## src/rtl/pc_sequencer.sv

```systemverilog
// Program-counter sequencer: selects the next fetch address from sequential,
// branch, jump, register-jump and return-address-stack sources.
module pc_sequencer #(
  parameter int                ADDR_W    = 32,
  parameter logic [ADDR_W-1:0] RESET_PC  = ADDR_W'(32'h0000_3000),
  parameter int                RAS_DEPTH = 4
) (
  input  logic              clk,
  input  logic              rst,
  input  logic              stall,
  input  logic              branch,
  input  logic              branch_cond,
  input  logic              jump,
  input  logic              jump_reg,
  input  logic              link,
  input  logic              ret,
  input  logic [15:0]       imm16,
  input  logic [25:0]       target,
  input  logic [ADDR_W-1:0] reg_target,
  output logic [ADDR_W-1:0] pc,
  output logic [ADDR_W-1:0] next_pc,
  output logic              ras_empty,
  output logic              ras_full,
  output logic              misalign
);

  localparam int PTR_W = (RAS_DEPTH > 1) ? $clog2(RAS_DEPTH) : 1;
  localparam int CNT_W = $clog2(RAS_DEPTH + 1);
  localparam logic [PTR_W-1:0] PTR_MAX = PTR_W'(RAS_DEPTH - 1);
  localparam logic [CNT_W-1:0] CNT_MAX = CNT_W'(RAS_DEPTH);

  // Pointer wraps explicitly so non-power-of-two depths stay in range.
  function automatic logic [PTR_W-1:0] ptr_inc(input logic [PTR_W-1:0] p);
    return (p == PTR_MAX) ? '0 : p + 1'b1;
  endfunction

  function automatic logic [PTR_W-1:0] ptr_dec(input logic [PTR_W-1:0] p);
    return (p == '0) ? PTR_MAX : p - 1'b1;
  endfunction

  function automatic logic [CNT_W-1:0] cnt_sat_inc(input logic [CNT_W-1:0] c);
    return (c == CNT_MAX) ? CNT_MAX : c + 1'b1;
  endfunction

  function automatic logic [CNT_W-1:0] cnt_sat_dec(input logic [CNT_W-1:0] c);
    return (c == '0) ? '0 : c - 1'b1;
  endfunction

  logic [ADDR_W-1:0]        ras_mem [RAS_DEPTH];
  logic [PTR_W-1:0]         ptr;
  logic [PTR_W-1:0]         ptr_nxt;
  logic [PTR_W-1:0]         top_idx;
  logic [CNT_W-1:0]         count;
  logic [CNT_W-1:0]         count_nxt;
  logic [ADDR_W-1:0]        ras_top;
  logic [ADDR_W-1:0]        seq;
  logic signed [15:0]       imm_s;
  logic signed [ADDR_W-1:0] br_off;
  logic [ADDR_W-1:0]        br_tgt;
  logic [ADDR_W-1:0]        j_tgt;
  logic [ADDR_W-1:0]        r_tgt;
  logic                     pop_sel;
  logic                     push;
  logic                     pop;

  assign imm_s   = imm16;
  assign br_off  = {{(ADDR_W - 18){imm_s[15]}}, imm_s, 2'b00};
  assign seq     = pc + ADDR_W'(4);
  assign br_tgt  = seq + $unsigned(br_off);
  assign j_tgt   = {seq[ADDR_W-1:28], target, 2'b00};
  assign r_tgt   = {reg_target[ADDR_W-1:2], 2'b00};

  // ptr names the next free slot; the top of stack sits just below it.
  assign top_idx = ptr_dec(ptr);
  assign ras_top = ras_mem[top_idx];

  // An empty stack never selects RAS, so stale entries stay invisible.
  assign pop_sel = ret & ~ras_empty;
  assign push    = link & (jump | jump_reg) & ~stall;
  assign pop     = pop_sel & ~stall;

  always_comb begin
    next_pc  = seq;
    misalign = 1'b0;
    if (pop_sel) begin
      next_pc = ras_top;
    end else if (jump_reg) begin
      next_pc  = r_tgt;
      misalign = |reg_target[1:0];
    end else if (jump) begin
      next_pc = j_tgt;
    end else if (branch && branch_cond) begin
      next_pc = br_tgt;
    end
  end

  // Simultaneous push and pop rewrites the top in place.
  always_comb begin
    ptr_nxt   = ptr;
    count_nxt = count;
    case ({push, pop})
      2'b10: begin
        ptr_nxt   = ptr_inc(ptr);
        count_nxt = cnt_sat_inc(count);
      end
      2'b01: begin
        ptr_nxt   = ptr_dec(ptr);
        count_nxt = cnt_sat_dec(count);
      end
      default: begin
        ptr_nxt   = ptr;
        count_nxt = count;
      end
    endcase
  end

  // ---- control registers ----
  always_ff @(posedge clk) begin
    if (rst) begin
      pc        <= RESET_PC;
      ptr       <= '0;
      count     <= '0;
      ras_empty <= 1'b1;
      ras_full  <= 1'b0;
    end else if (!stall) begin
      pc        <= next_pc;
      ptr       <= ptr_nxt;
      count     <= count_nxt;
      ras_empty <= (count_nxt == '0);
      ras_full  <= (count_nxt == CNT_MAX);
    end
  end

  // ---- return-address storage ----
  always_ff @(posedge clk) begin
    if (push && !rst) begin
      ras_mem[pop ? top_idx : ptr] <= seq;
    end
  end

endmodule

```

## config.mk

```make
export PLATFORM = sky130hd
export DESIGN_NAME = pc_sequencer
export DESIGN_NICKNAME = d
export VERILOG_FILES = /design/src/rtl/pc_sequencer.sv
export SDC_FILE = /design/constraint.sdc
export NUM_CORES = 1
export LEC_CHECK = 0
export ABC_CLOCK_PERIOD_IN_PS = 6400
export CORE_MARGIN = 2
export CORE_UTILIZATION = 55
export DETAILED_ROUTE_END_ITERATION = 10
export PLACE_DENSITY = 0.86
export SLEW_MARGIN = 40
export SYNTH_ARGS = -nofsm -noshare
export SYNTH_HDL_FRONTEND = slang
export SYNTH_SLANG_ARGS = --single-unit
export TNS_END_PERCENT = 1
```

## constraint.sdc

```tcl
create_clock -name clk -period 6.4 [get_ports clk]
set_input_delay 1.28 -clock clk [delete_from_list [all_inputs] [get_ports clk]]
set_output_delay 1.28 -clock clk [all_outputs]
set_load 0.03 [all_outputs]
```

# --- Yosys cells after proc, flatten, opt, wreduce, memory -nomap -nowiden ---
# Memory sizes are Yosys's and may differ from the RTL's.
# Cells that the tools add are included.
word_totals:
  ff_bits: 39
  ram_bits: 128
  output_inout_bits: 67
  word_cells: 48
  mem_count: 1
memory_table:
  columns: ["memory", "depth", "word_bits", "read_ports", "rd_ports_with_merged_regs", "wr", "line", "rtl"]
  rows:
  - ["ras_mem", 4, 32, 1, 0, 1, "49", "logic [ADDR_W-1:0] ras_mem [RAS_DEPTH];"]
classes:
  n_addsub: 6
  eq_ne: 5
  muxes: 15
  bitwise: 7
  n_reduce_logical: 9
ops:
  columns: ["cell", "count"]
  rows:
  - ["32-bit two-way mux", 4]
  - ["32-bit by 3-bit adder with 32-bit output, second input constant", 1]
  - ["32-bit adder", 1]
  - ["3-bit equality test, second input constant", 2]
  - ["3-bit zero test", 2]
  - ["2-bit two-way mux", 3]
  - ["3-bit two-way mux", 2]
  - ["3-bit one-hot mux with 2 select lines", 1]
  - ["1-bit bitwise AND", 4]
  - ["2-bit equality test, second input constant", 2]
  - ["1-bit two-way mux", 4]
  - ["2-bit one-hot mux with 2 select lines", 1]
  - ["3-bit by 1-bit adder with 3-bit output, second input constant", 1]
  - ["3-bit by 1-bit subtractor with 3-bit output, second input constant", 1]
  - ["2-bit by 1-bit adder with 2-bit output, second input constant", 1]
  - ["2-bit by 1-bit equality test with 1-bit output, second input constant", 1]
  - ["1-bit logical AND", 2]
  - ["2-bit zero test", 1]
  - ["1-bit inverter", 2]
  - ["2-bit AND reduction", 1]
  - ["2-bit nonzero test", 1]
  - ["2-bit OR reduction", 1]
  - ["2-bit by 1-bit subtractor with 2-bit output, second input constant", 1]
  - ["1-bit zero test", 1]
  - ["1-bit OR", 1]

# --- Depth between registers and ports, before layout ---
depth:
  word_depth: 6
  ltp_mapped: 17
  depth_no_buf: 16

# --- Worst setup path before layout ---
# Ideal clock, no wire load.
synth_timing:
  path_kind: "register -> output"
  start: "reg pc[2]"
  end: "out next_pc[29]"
  t_arrival_ns: 4.154
  required_ns: 5.120
  setup_slack_ns: 0.966
  path_stages_with_launch: 17
  n_path_buf: 1
  cell_sequence: "dfxtp_1 -> ha_1 -> nand3_1 -> nor4_1 -> and4_1 -> nand2_1 -> xnor2_1 -> ha_1 -> buf_4 -> nand2_1 -> nor4_1 -> nand3_1 -> o2111a_2 -> o21ai_1 -> and3_1 -> nor3_1 -> a31oi_1"
synth_via:
  elab_chain_len: 6
synth_rtl:
  columns: ["item", "line", "rtl"]
  rows:
  - ["from (decl)", "20", "output logic [ADDR_W-1:0] pc,"]
  - ["from (signal assigned)", "126", "pc <= next_pc;"]
  - ["32-bit by 3-bit adder with 32-bit output", "68", "assign seq = pc + ADDR_W'(4);"]
  - ["via seq[22]", "56", "logic [ADDR_W-1:0] seq;"]
  - ["32-bit adder", "69", "assign br_tgt = seq + $unsigned(br_off);"]
  - ["32-bit two-way mux", "92", "end else if (branch && branch_cond) begin"]
  - ["32-bit two-way mux", "90", "end else if (jump) begin"]
  - ["32-bit two-way mux", "87", "end else if (jump_reg) begin"]
  - ["32-bit two-way mux", "85", "if (pop_sel) begin"]
  - ["to (decl)", "21", "output logic [ADDR_W-1:0] next_pc,"]
# The timed path passes the listed nets, and every way through them passes these cells.

# --- Final worst setup path ---
layout_timing:
  start: "reg pc[3]"
  end: "out next_pc[30]"
# The elaborated chain is that of the path after synthesis.

==> flow_summary.ini <==
[status]
outcome = finished, final reports clean

[critical_path]
critPathMaxFanout = 7
r2r_setup_slack_ns = 1.86
arrival_ns = 5.10
worst_setup_path_start_kind = register
critPathCaptureType = output port
critPathKind = register to output port
required_ns = 5.12
rr_worst_depth = 15

[routing]
ant_nets = 0
remaining_drc_errors = 0
vias = 8494
wirelength_um = 31200
routedWlPerCell_um = 23.6
first_iter_violations = 932
viasPerCell = 6.44
firstDrtPassIters = 7

[finish]
fin_util_pct = 69.6
syn_to_final_growth_pct = 24.9
drive_gt1_share_pct = 13.7
diodes = 0
finalInstanceArea_sq_um = 12400
fin_nets = 1206

[clock_tree]
ctsLongestPathBuffers = 2
cts_buffers = 17
htree_levels = 4
cts_tree = built
clock-root-buffer = clkbuf_16
clock_sinks = 167
cts_hold_repair.buffers = 0
clkTransAtPathRegs_ns = 0.07
clock_latency_ns = 0.44

[pwr]
sw_frac_of_total_pct = 31.5
power_frac_seq_pct = 40.8
power_mw = 3.02
p_sw_uw = 952
p_comb_share_pct = 24.1
powerDensity_nw_per_um2 = 243
leakagePower_nw = 4.64
peakVddDrop_mv = 0.195
intPower_mw = 2.07
clockPowerShare_pct = 35.1

[sta]
setup_ws_ns = 0.0222
finalHoldViolations = 0
slew_headroom_pct = 42.6
setup_viol = 0
skew_ns = 0.0115
period_share_pct = 99.7
tightestPinTransition_ns = 0.859
timing.hold.ws_ns = 0.506
finalCriticalPeriod_ns = 6.38
finalMaxSlewViolations = 0
fmax_mhz = 157
rsz0062_at_grt = true

[synthesis]
ys_seq_area_share_pct = 46.5
synth_ff_type = edfxtp_1
syn_avg_cell_area_sq_um = 10.8
syn_inst = 920
ys_types = 77
ys_warn_count = 0
synthArstFlopShare_pct = 0
ys_ff_latch = 167
synth-edff-count = 128
synth_area_sq_um = 9950
synth_nets = 1049

[global_route]
grt_pass1_vias = 8279
grt_max_degree = 37
grt_first_pass_wirelength_um = 47000
overflow = 0
grt_antenna_before_repair = 0
track_usage_pct = 32.1

[die]
die_height_um = 138
num_rows = 49
die-area_sq_um = 19200
core_area_sq_um = 17800
top_level_ports = 150
die_w_um = 138
start_util_pct = 55.8

[placement]
pre_cts_ws_ns = 0.207
place_hpwl_um = 22300
gp_congestion = 0.998
io_buffers = 149
dpl_cell_area_sq_um = 11800

[hold_path]
hold_path.class = register to register
holdPathStages = 2

[flow_run]
drv_cap = 0
==> power by group through the flow <==
stage,registers [mW],clock network (mW),logic (mW)
floorplan,1.28,0,0.412
global placement,1.25,0,0.698
detailed placement,1.26,0,0.707
CTS,1.23,1.06,0.713
global route,1.24,1.10,0.767
finish,1.23,1.06,0.726
==> layout by cell type, fill, tap and decap left out, types with 15 or more instances in the layout <==
master	instances
clkdlybuf4s50_1	136
clkbuf_16	17
xor2_1	18
o21ai_0	40
inv_1	22
nand3_1	29
nand2_1	106
edfxtp_1	128
ha_1	44
nand4_1	15
buf_4	45
nor2_1	74
dfxtp_1	38
xnor2_1	29
a21oi_1	68
mux4_2	31
a21o_1	19
and3_1	15
==> cells in the mapped netlist (12+ instances only) <==
master,number,area (sq um)
o21ai_0,41,205
nand2_1,106,398
ha_1,45,563
inv_1,22,82.6
edfxtp_1,128,3840
and3_1,15,93.8
clkbuf_1,32,120
nor2_1,80,300
nand3_1,29,145
nor3_1,12,60.1
a21o_1,19,143
mux4_2,31,698
xnor2_1,30,263
o22ai_1,12,75.1
nand4_1,15,93.8
xor2_1,18,158
dfxtp_1,39,781
a21oi_1,68,340
==> sequential cells by signal, indices dropped and copies added, names as in the netlist <==
signal	cells
ras_full	1
count	3
ras_mem	128
ptr	2
ras_empty	1
pc	32
==> logic make-up (layout without fill, tap and decap cells) <==
group | count (synthesis) | after routing | synth area share [%]
flip-flops | 167 | 167 | 46.5
AND/OR/NAND/NOR | 296 | 296 | 14.1
multiplexers | 45 | 45 | 8.62
AO/OA/AOI/OAI | 240 | 240 | 16.4
adder cells (fa/ha/maj) | 46 | 46 | 5.86
XOR/XNOR | 49 | 49 | 4.39
buffers and inverters | 77 | 247 | 4.21
==> routing by layer <==
metal / up-vias / global-route usage [%] / wire length [um]
met5: - / 0 / 0
met4: 0 / 11.2 / 1080
met3: 83 / 5.54 / 2870
met2: 466 / 53.1 / 14900
met1: 4134 / 43.3 / 12300
li1: 3811 / - / -
==> through the flow <==
step                setup TNS, ns  std cells
floorplan                       0        920
global placement                0       1286
detailed placement              0       1287
CTS                             0       1319
global route               -0.158       1319
finish                          0       1319
==> area by class of cell <==
class	count	area [sq um]
tap	229	287
clock buffer	18	439
multi-input combinational	676	4960
fill	1266	5420
inverter	24	90.1
timing repair buffer	191	1850
clock inverter	14	176
sequential	167	4630
==> worst paths after layout <==
check	from	endpoint
setup / recovery	pc[3]	next_pc[30]
hold / removal	ras_full	ras_full
setup reg to reg	pc[3]	pc[28]
hold reg to reg	ras_full	ras_full
==> repair_timing <==
action	4_1_cts	5_1_grt
gates resized for setup	5	12
gates cloned	0	0
endpoints found under the setup margin	4	14
buffers inserted	0	0
==> worst max-delay path: stages (launching register included) <==
cell and delay, ns:
dfxtp_1 0.44, ha_1 0.23, nand3_1 0.24, nor2_2 0.22, and3_1 0.19, xnor2_1 0.19, inv_1 0.16, ha_2 0.43
and4_4 0.24, nand2_1 0.06, a21o_1 0.22, a2111oi_4 0.35, o21bai_2 0.13, o21a_1 0.24, or4b_1 0.49, and3_1 0.21
clkdlybuf4s50_1 0.60
Note: power is estimated with default switching activity, not from simulation.
